**config.mk**
```make
export PLATFORM = sky130hd
export DESIGN_NAME = mic_tone_qualifier
export DESIGN_NICKNAME = d
export VERILOG_FILES = /design/src/rtl/mic_tone_qualifier.sv
export SDC_FILE = /design/constraint.sdc
export NUM_CORES = 1
export LEC_CHECK = 0
export ABC_AREA = 0
export CAP_MARGIN = 20
export CORE_ASPECT_RATIO = 0.8
export CORE_MARGIN = 2
export CORE_UTILIZATION = 45
export CTS_BUF_LIST = sky130_fd_sc_hd__clkbuf_2
export DETAILED_ROUTE_END_ITERATION = 10
export PLACE_DENSITY = 0.66
export SLEW_MARGIN = 20
export SYNTH_ARGS = -nofsm -noshare
export SYNTH_HDL_FRONTEND = slang
export SYNTH_SLANG_ARGS = --single-unit
```
**constraint.sdc**
```tcl
create_clock -name clk -period 4.1 [get_ports clk]
set_clock_uncertainty 0.1 [all_clocks]
set_input_delay 0.41 -clock clk [delete_from_list [all_inputs] [get_ports clk]]
set_output_delay 0.41 -clock clk [all_outputs]
set_load 0.05 [all_outputs]
```
**src/rtl/mic_tone_qualifier.sv**
```systemverilog
// Per-microphone front end: synchronizes and deglitches the comparator output,
// measures the rising-edge period and qualifies a steady in-window tone.
module mic_tone_qualifier #(
  parameter int SYNC_STAGES   = 2,
  parameter int GLITCH_CYCLES = 16,
  parameter int CNT_WIDTH     = 17,
  parameter int MIN_PERIOD    = 60000,
  parameter int MAX_PERIOD    = 73333,
  parameter int LOCK_COUNT    = 4
) (
  input  logic                 clk,
  input  logic                 rst_n,
  input  logic                 enable,
  input  logic                 mic_raw,
  output logic                 mic_clean,
  output logic                 rise_pulse,
  output logic [CNT_WIDTH-1:0] period,
  output logic                 period_valid,
  output logic                 tone_locked
);

  localparam int GW = (GLITCH_CYCLES > 1) ? $clog2(GLITCH_CYCLES) : 1;
  localparam int LW = $clog2(LOCK_COUNT + 1);
  localparam logic [CNT_WIDTH-1:0] SAT_P  = CNT_WIDTH'(MAX_PERIOD + 1);
  localparam logic [CNT_WIDTH-1:0] MIN_P  = CNT_WIDTH'(MIN_PERIOD);
  localparam logic [CNT_WIDTH-1:0] MAX_P  = CNT_WIDTH'(MAX_PERIOD);
  localparam logic [GW-1:0]        G_LAST = GW'(GLITCH_CYCLES - 1);
  localparam logic [LW-1:0]        L_LAST = LW'(LOCK_COUNT - 1);

  typedef enum logic [1:0] {IDLE, ACQUIRE, LOCKED} state_t;

  logic [SYNC_STAGES-1:0] sync_chain_q, sync_chain_d;
  logic                   sync_q;
  logic [GW-1:0]          glitch_cnt_q, glitch_cnt_d;
  logic                   mic_clean_q, mic_clean_d;
  logic                   rise_pulse_q, rise_pulse_d;
  logic [CNT_WIDTH-1:0]   per_cnt_q, per_cnt_d;
  logic [CNT_WIDTH-1:0]   period_q, period_d;
  logic                   period_valid_q, period_valid_d;
  logic                   first_seen_q, first_seen_d;
  logic [LW-1:0]          good_cnt_q, good_cnt_d;
  state_t                 state_q, state_d;
  logic                   tone_locked_q, tone_locked_d;
  logic                   in_win;
  logic                   timeout;

  assign sync_chain_d = {sync_chain_q[SYNC_STAGES-2:0], mic_raw};
  assign sync_q       = sync_chain_q[SYNC_STAGES-1];

  // A new level must survive GLITCH_CYCLES consecutive samples before it is accepted.
  always_comb begin
    glitch_cnt_d = '0;
    mic_clean_d  = mic_clean_q;
    if (sync_q != mic_clean_q) begin
      if (glitch_cnt_q == G_LAST) begin
        mic_clean_d = sync_q;
      end else begin
        glitch_cnt_d = glitch_cnt_q + 1'b1;
      end
    end
  end

  assign rise_pulse_d = enable & mic_clean_d & ~mic_clean_q;

  always_comb begin
    state_d        = state_q;
    good_cnt_d     = good_cnt_q;
    first_seen_d   = first_seen_q;
    per_cnt_d      = per_cnt_q;
    period_d       = period_q;
    period_valid_d = 1'b0;
    in_win         = (period_q >= MIN_P) && (period_q <= MAX_P);
    timeout        = (state_q != IDLE) && !rise_pulse_q && (per_cnt_q == SAT_P);

    if (rise_pulse_q) begin
      per_cnt_d    = CNT_WIDTH'(1);
      first_seen_d = 1'b1;
    end else if (per_cnt_q < SAT_P) begin
      per_cnt_d = per_cnt_q + 1'b1;
    end

    // The first edge after arming only starts the measurement.
    if (rise_pulse_q && first_seen_q) begin
      period_d       = per_cnt_q;
      period_valid_d = 1'b1;
    end

    case (state_q)
      IDLE: begin
        if (rise_pulse_q) begin
          state_d    = ACQUIRE;
          good_cnt_d = '0;
        end
      end
      ACQUIRE: begin
        if (period_valid_q) begin
          if (in_win) begin
            good_cnt_d = good_cnt_q + 1'b1;
            if (good_cnt_q == L_LAST) state_d = LOCKED;
          end else begin
            good_cnt_d = '0;
          end
        end
      end
      LOCKED: begin
        if (period_valid_q && !in_win) begin
          state_d    = ACQUIRE;
          good_cnt_d = '0;
        end
      end
      default: state_d = IDLE;
    endcase

    if (timeout) begin
      state_d      = IDLE;
      first_seen_d = 1'b0;
      good_cnt_d   = '0;
    end

    // Disable overrides everything except the deglitched level and the held period.
    if (!enable) begin
      state_d        = IDLE;
      first_seen_d   = 1'b0;
      good_cnt_d     = '0;
      per_cnt_d      = '0;
      period_d       = period_q;
      period_valid_d = 1'b0;
    end
  end

  assign tone_locked_d = (state_d == LOCKED);

  always_ff @(posedge clk or negedge rst_n) begin
    if (!rst_n) begin
      sync_chain_q   <= '0;
      glitch_cnt_q   <= '0;
      mic_clean_q    <= 1'b0;
      rise_pulse_q   <= 1'b0;
      per_cnt_q      <= '0;
      period_q       <= '0;
      period_valid_q <= 1'b0;
      first_seen_q   <= 1'b0;
      good_cnt_q     <= '0;
      state_q        <= IDLE;
      tone_locked_q  <= 1'b0;
    end else begin
      sync_chain_q   <= sync_chain_d;
      glitch_cnt_q   <= glitch_cnt_d;
      mic_clean_q    <= mic_clean_d;
      rise_pulse_q   <= rise_pulse_d;
      per_cnt_q      <= per_cnt_d;
      period_q       <= period_d;
      period_valid_q <= period_valid_d;
      first_seen_q   <= first_seen_d;
      good_cnt_q     <= good_cnt_d;
      state_q        <= state_d;
      tone_locked_q  <= tone_locked_d;
    end
  end

  assign mic_clean    = mic_clean_q;
  assign rise_pulse   = rise_pulse_q;
  assign period       = period_q;
  assign period_valid = period_valid_q;
  assign tone_locked  = tone_locked_q;

endmodule

```
* After elaboration in Yosys (flattened, before gate mapping) *
Cells that the tools add are included.

storage, ports and cells
  bits of input ports = 4
  bits in registers = 50
  output and inout bits = 21
  word-level logic and storage cells = 71

operators by class
  multiplexer cells = 27
  magnitude comparators = 3
  reduce and logical (&&, ||, !) cells = 11
  bitwise gates (word level) = 3
  eq/ne operators = 13
  add/subtract/negate cells = 3

operators with widths
  operator                                                                 count
  17-bit 2-to-1 mux                                                        3
  3-bit 2-to-1 mux                                                         6
  17-bit by 1-bit adder with 17-bit output, second input constant          1
  17-bit == test, second input constant                                    1
  17-bit by 16-bit >= comparator with 1-bit output, second input constant  1
  17-bit <= comparator, second input constant                              1
  17-bit < comparator, second input constant                               1
  2-bit 2-to-1 mux                                                         7
  4-bit inequality test, second input constant                             3
  3-bit one-hot mux with 3 select lines                                    1
  4-bit 2-to-1 mux                                                         2
  1-bit 2-to-1 mux                                                         7
  3-bit by 1-bit inequality test with 1-bit output, second input constant  2
  2-bit one-hot mux with 3 select lines                                    1
  1-bit logical AND                                                        5
  5-bit by 1-bit inequality test with 1-bit output, second input constant  1
  4-bit by 1-bit adder with 4-bit output, second input constant            1
  2-bit == test, second input constant                                     2
  4-bit == test, second input constant                                     1
  4-bit AND reduction                                                      1
  3-bit by 1-bit adder with 3-bit output, second input constant            1
  3-bit by 2-bit == test with 1-bit output, second input constant          1
  1-bit AND                                                                2
  2-bit by 1-bit == test with 1-bit output, second input constant          1
  6 further kinds                                                          7

* Logic depth before layout (Yosys ltp) *
  depth after elaboration = 9
  mapped depth = 9
  mapped depth without buffers = 8

* Least setup slack after synthesis *
OpenSTA, ideal clock, no wires.

  path kind = register to register
  from = reg state_q[0]
  to = reg good_cnt_q[0]
  clock period less this slack = 2.031 ns
  slack = 2.069 ns
  arrival time = 1.813 ns
  required time = 3.882 ns
  setup time = 0.118 ns
  cell stages (with the launch flop) = 10
  cells stage by stage = dfrtp_1 -> inv_1 -> ha_1 -> clkbuf_1 -> nor4_1 -> nand4_1 -> o21ai_1 -> nor2_1 -> a32o_1 -> a21o_1

between the ends
  longest elaborated chain between the ends = 5

ends and longest elaborated chain
  what                                                                                             line  source
  start, declared                                                                                  42    state_t state_q, state_d;
  start signal, assigned                                                                           156   state_q <= state_d;
  2-bit nonzero test                                                                               73    timeout = (state_q != IDLE) && !rise_pulse_q && (per_cnt_q == SAT_P);
  1-bit logical AND (2 in a row)                                                                   73
  5-bit by 1-bit inequality test with 1-bit output (no source line), or another cell as far along  --
  4-bit AND reduction (no source line) or 3-bit 2-to-1 mux (tied branches)                         --
  end signal, assigned                                                                             155   good_cnt_q <= good_cnt_d;
  end, declared                                                                                    41    logic [LW-1:0] good_cnt_q, good_cnt_d;

Several ways; a longest one is shown, not always the timed one.
A chain may end at the register's enable or synchronous reset.

* Worst setup path in the final report *
  from = reg rise_pulse_q (netlist: rise_pulse)
  to = out rise_pulse

RTL lines
  what                    line  source
  start, declared         36    logic rise_pulse_q, rise_pulse_d;
  start signal, assigned  150   rise_pulse_q <= rise_pulse_d;
  end, declared           16    output logic rise_pulse,

No word-level cell between the ends.

==> out/qor.yml <==
power:
  p_leak_nw: 1.21
  ir_drop_mv: 0.118
  power_density_nw_per_um2: 281
worst_setup_path:
  arrival_ps: 1800
  path_max_fanout: 6
  cp_slowest_cell: "clkdlybuf4s50_1"
  critPathBufInv: 1
  cp_top_family: "buffers and inverters"
  reg2reg_from: "state_q[0]"
  critPathKind: "register to output pin"
  worstPathCellList: "clkdlybuf4s50_1"
  critPathRequiredTime_ps: 3590
  critPathLaunch: "rise_pulse"
  cpPeakStageDelay_ps: 850
  crit_path_end_kind: "output pin"
  start_kind: "register"
clocking:
  cts_max_level: 2
  clk_pin_slew_worst_paths_ps: 230
  clock_latency_ps: 420
  cts_setup_buffers: 0
  numCtsBuffers: 5
  clockBufferDepth: 2
  cts_sinks: 50
  root_buffer: "clkbuf_2"
  cts_tree: "built"
logic_synthesis:
  avgSynthCellArea_um2: 10.6
  synthFlopType: "dfrtp_1"
  ys_async_sr_fraction_pct: 100
  ys_ff_latch: 50
  ys_warn_count: 0
  netlist_area_um2: 2470
  syn_inst: 232
  synth-edff-count: 0
  ys_seq_area_share_pct: 50.7
  syn-num-nets: 245
  ys_types: 45
cells_and_area:
  mostFrequentLayoutCells: "dfrtp_1 (50), nor2_1 (24), clkdlybuf4s50_1 (23)"
  fillers: 494
  antennaDiodeCount: 0
  layout.nets: 270
  area_growth_pct: 14.7
  drive_above_1_share_pct: 11.6
  mostFrequentLayoutCell: "dfrtp_1"
  design_area_um2: 2830
floorplanning:
  die-area_um2: 6090
  initial_core_util_pct: 45.9
  core_um2: 5380
  dieWidth_um: 86.8
  die_y_um: 70.2
  rows: 24
  ios: 25
place:
  portBuffers: 24
  dp_hpwl_um: 3340
  place_ws_ps: 1660
  postPlaceCellArea_um2: 2750
  routabilityCongestion: 0.793
global_route:
  grt_pass1_vias: 1711
  antenna_found_initial: 0
  grt.total_usage_pct: 17.2
  grt_pass1_wl_um: 8340
  grt_overflow: 0
  grt_start_max_net_pins: 51
sta:
  min_period_ps: 2310
  setup_viol: 0
  worst_pin_slew_ps: 876
  maxSlewViolCount: 0
  slew_headroom_pct: 41.4
  timing.fmax_ghz: 0.433
  setup_ws_ps: 1790
  fin_tns_setup_ps: 0
  period_share_pct: 56.3
  rsz0062_at_grt: "false"
  hold_viol_final: 0
job:
  maxCapViolations: 0
drt:
  drtAntennaViolNets: 0
  drc: 0
  drtIter0Drc: 101
  routed_wl_um: 4700
  viasPerCell: 5.49
  avgRoutedWirePerCell_um: 14.5
  drt-pass1-iter-count: 4
  vias: 1773
min_path:
  hp-start: "sync_chain_q[0]"
  worstHoldPathType: "register to register"
status:
  status: "completed"
[path summary, 6_finish.rpt]
| kind | endpoint | slack, ps | cells past startpoint |
|---|---|---|---|
| min | sync_chain_q[1] | 280 | 0 |
| min in group asynchronous | period[0] | 480 | 3 |
| max | rise_pulse | 1790 | 1 |
| min reg2reg | sync_chain_q[1] | 280 | 0 |
| max in group asynchronous | good_cnt_q[2] | 3000 | 3 |
| max reg2reg | good_cnt_q[0] | 1810 | 8 |
[registers in the layout, summed over array words and instances, names as in the netlist]
register and count:
state_q 2, rise_pulse 1, glitch_cnt_q 4, per_cnt_q 17, good_cnt_q 3, mic_clean 1, period_valid 1, tone_locked 1
first_seen_q 1, sync_chain_q 2, period 17
[cells by family (layout without fill, tap and decap cells)]
group                    count (synthesis)  after routing  share of synthesized area (%)
buffers and inverters                   21             47                           3.60
flip-flops                              50             50                           50.7
AO/OA/AOI/OAI                           50             50                           14.5
XOR/XNOR                                17             17                           6.03
multiplexers                            14             14                           6.39
adder cells (fa/ha/maj)                  9              9                           4.56
AND/OR/NAND/NOR                         71             71                           14.2
[synthesized netlist by cell type (2+ instances only)]
master | count | area, um2
o2bb2ai_1 | 2 | 17.5
ha_1 | 9 | 113
a21o_1 | 2 | 15.0
nor2_1 | 24 | 90.1
o21ai_0 | 9 | 45.0
buf_2 | 2 | 10.0
a211oi_2 | 2 | 25.0
a211oi_1 | 6 | 45.0
a2111oi_2 | 2 | 30.0
mux2_2 | 14 | 158
nand4_1 | 5 | 31.3
a21oi_1 | 12 | 60.1
nor2b_1 | 2 | 12.5
inv_1 | 13 | 48.8
xnor2_1 | 17 | 149
nand2_1 | 14 | 52.6
dfrtp_1 | 50 | 1250
nand3_1 | 11 | 55.1
clkbuf_1 | 5 | 18.8
a21boi_1 | 2 | 15.0
nor4_1 | 2 | 12.5
and3_1 | 2 | 12.5
nor3_1 | 3 | 15.0
[metrics by stage]
step                      power, mW  util (%)  instances  hold WS [ps]
final                         0.796      52.6        323           281
after detailed placement      0.547      51.2        314           238
after global routing          0.831      52.6        323           264
after floorplan               0.529         -        232          14.4
after CTS                     0.805      52.6        323           287
after global placement        0.546      51.2        314           240
[repair_timing]
item	4_1_cts	5_1_grt
hold endpoints to repair	50	0
hold buffers	1	0
gates resized for setup	0	0
[power by group]
part           internal, mW  switching [mW]
Combinational        0.0110          0.0193
Clock                 0.105           0.152
Sequential            0.500         0.00790
Total                 0.616           0.179
[cell type report]
class	instances	area, um2	share of cell area, %
inverters	13	48.8	1.72
repair buffers	26	253	8.93
well taps	65	81.3	2.87
clock inverters	2	37.5	1.33
multi-input cells	161	1130	39.8
clock buffers	6	30.0	1.06
flip-flops and latches	50	1250	44.2
[per-layer routing]
metal	GRT usage, %	part of all wire, %	vias to the layer above	wire length (um)
met5	0	0	-	0
met4	5.21	1.1	0	51
met3	2.48	2.5	5	118
met2	23.2	41	34	1940
met1	28.0	55	853	2590
li1	-	-	881	-
Note: power is estimated with default switching activity, not from simulation.
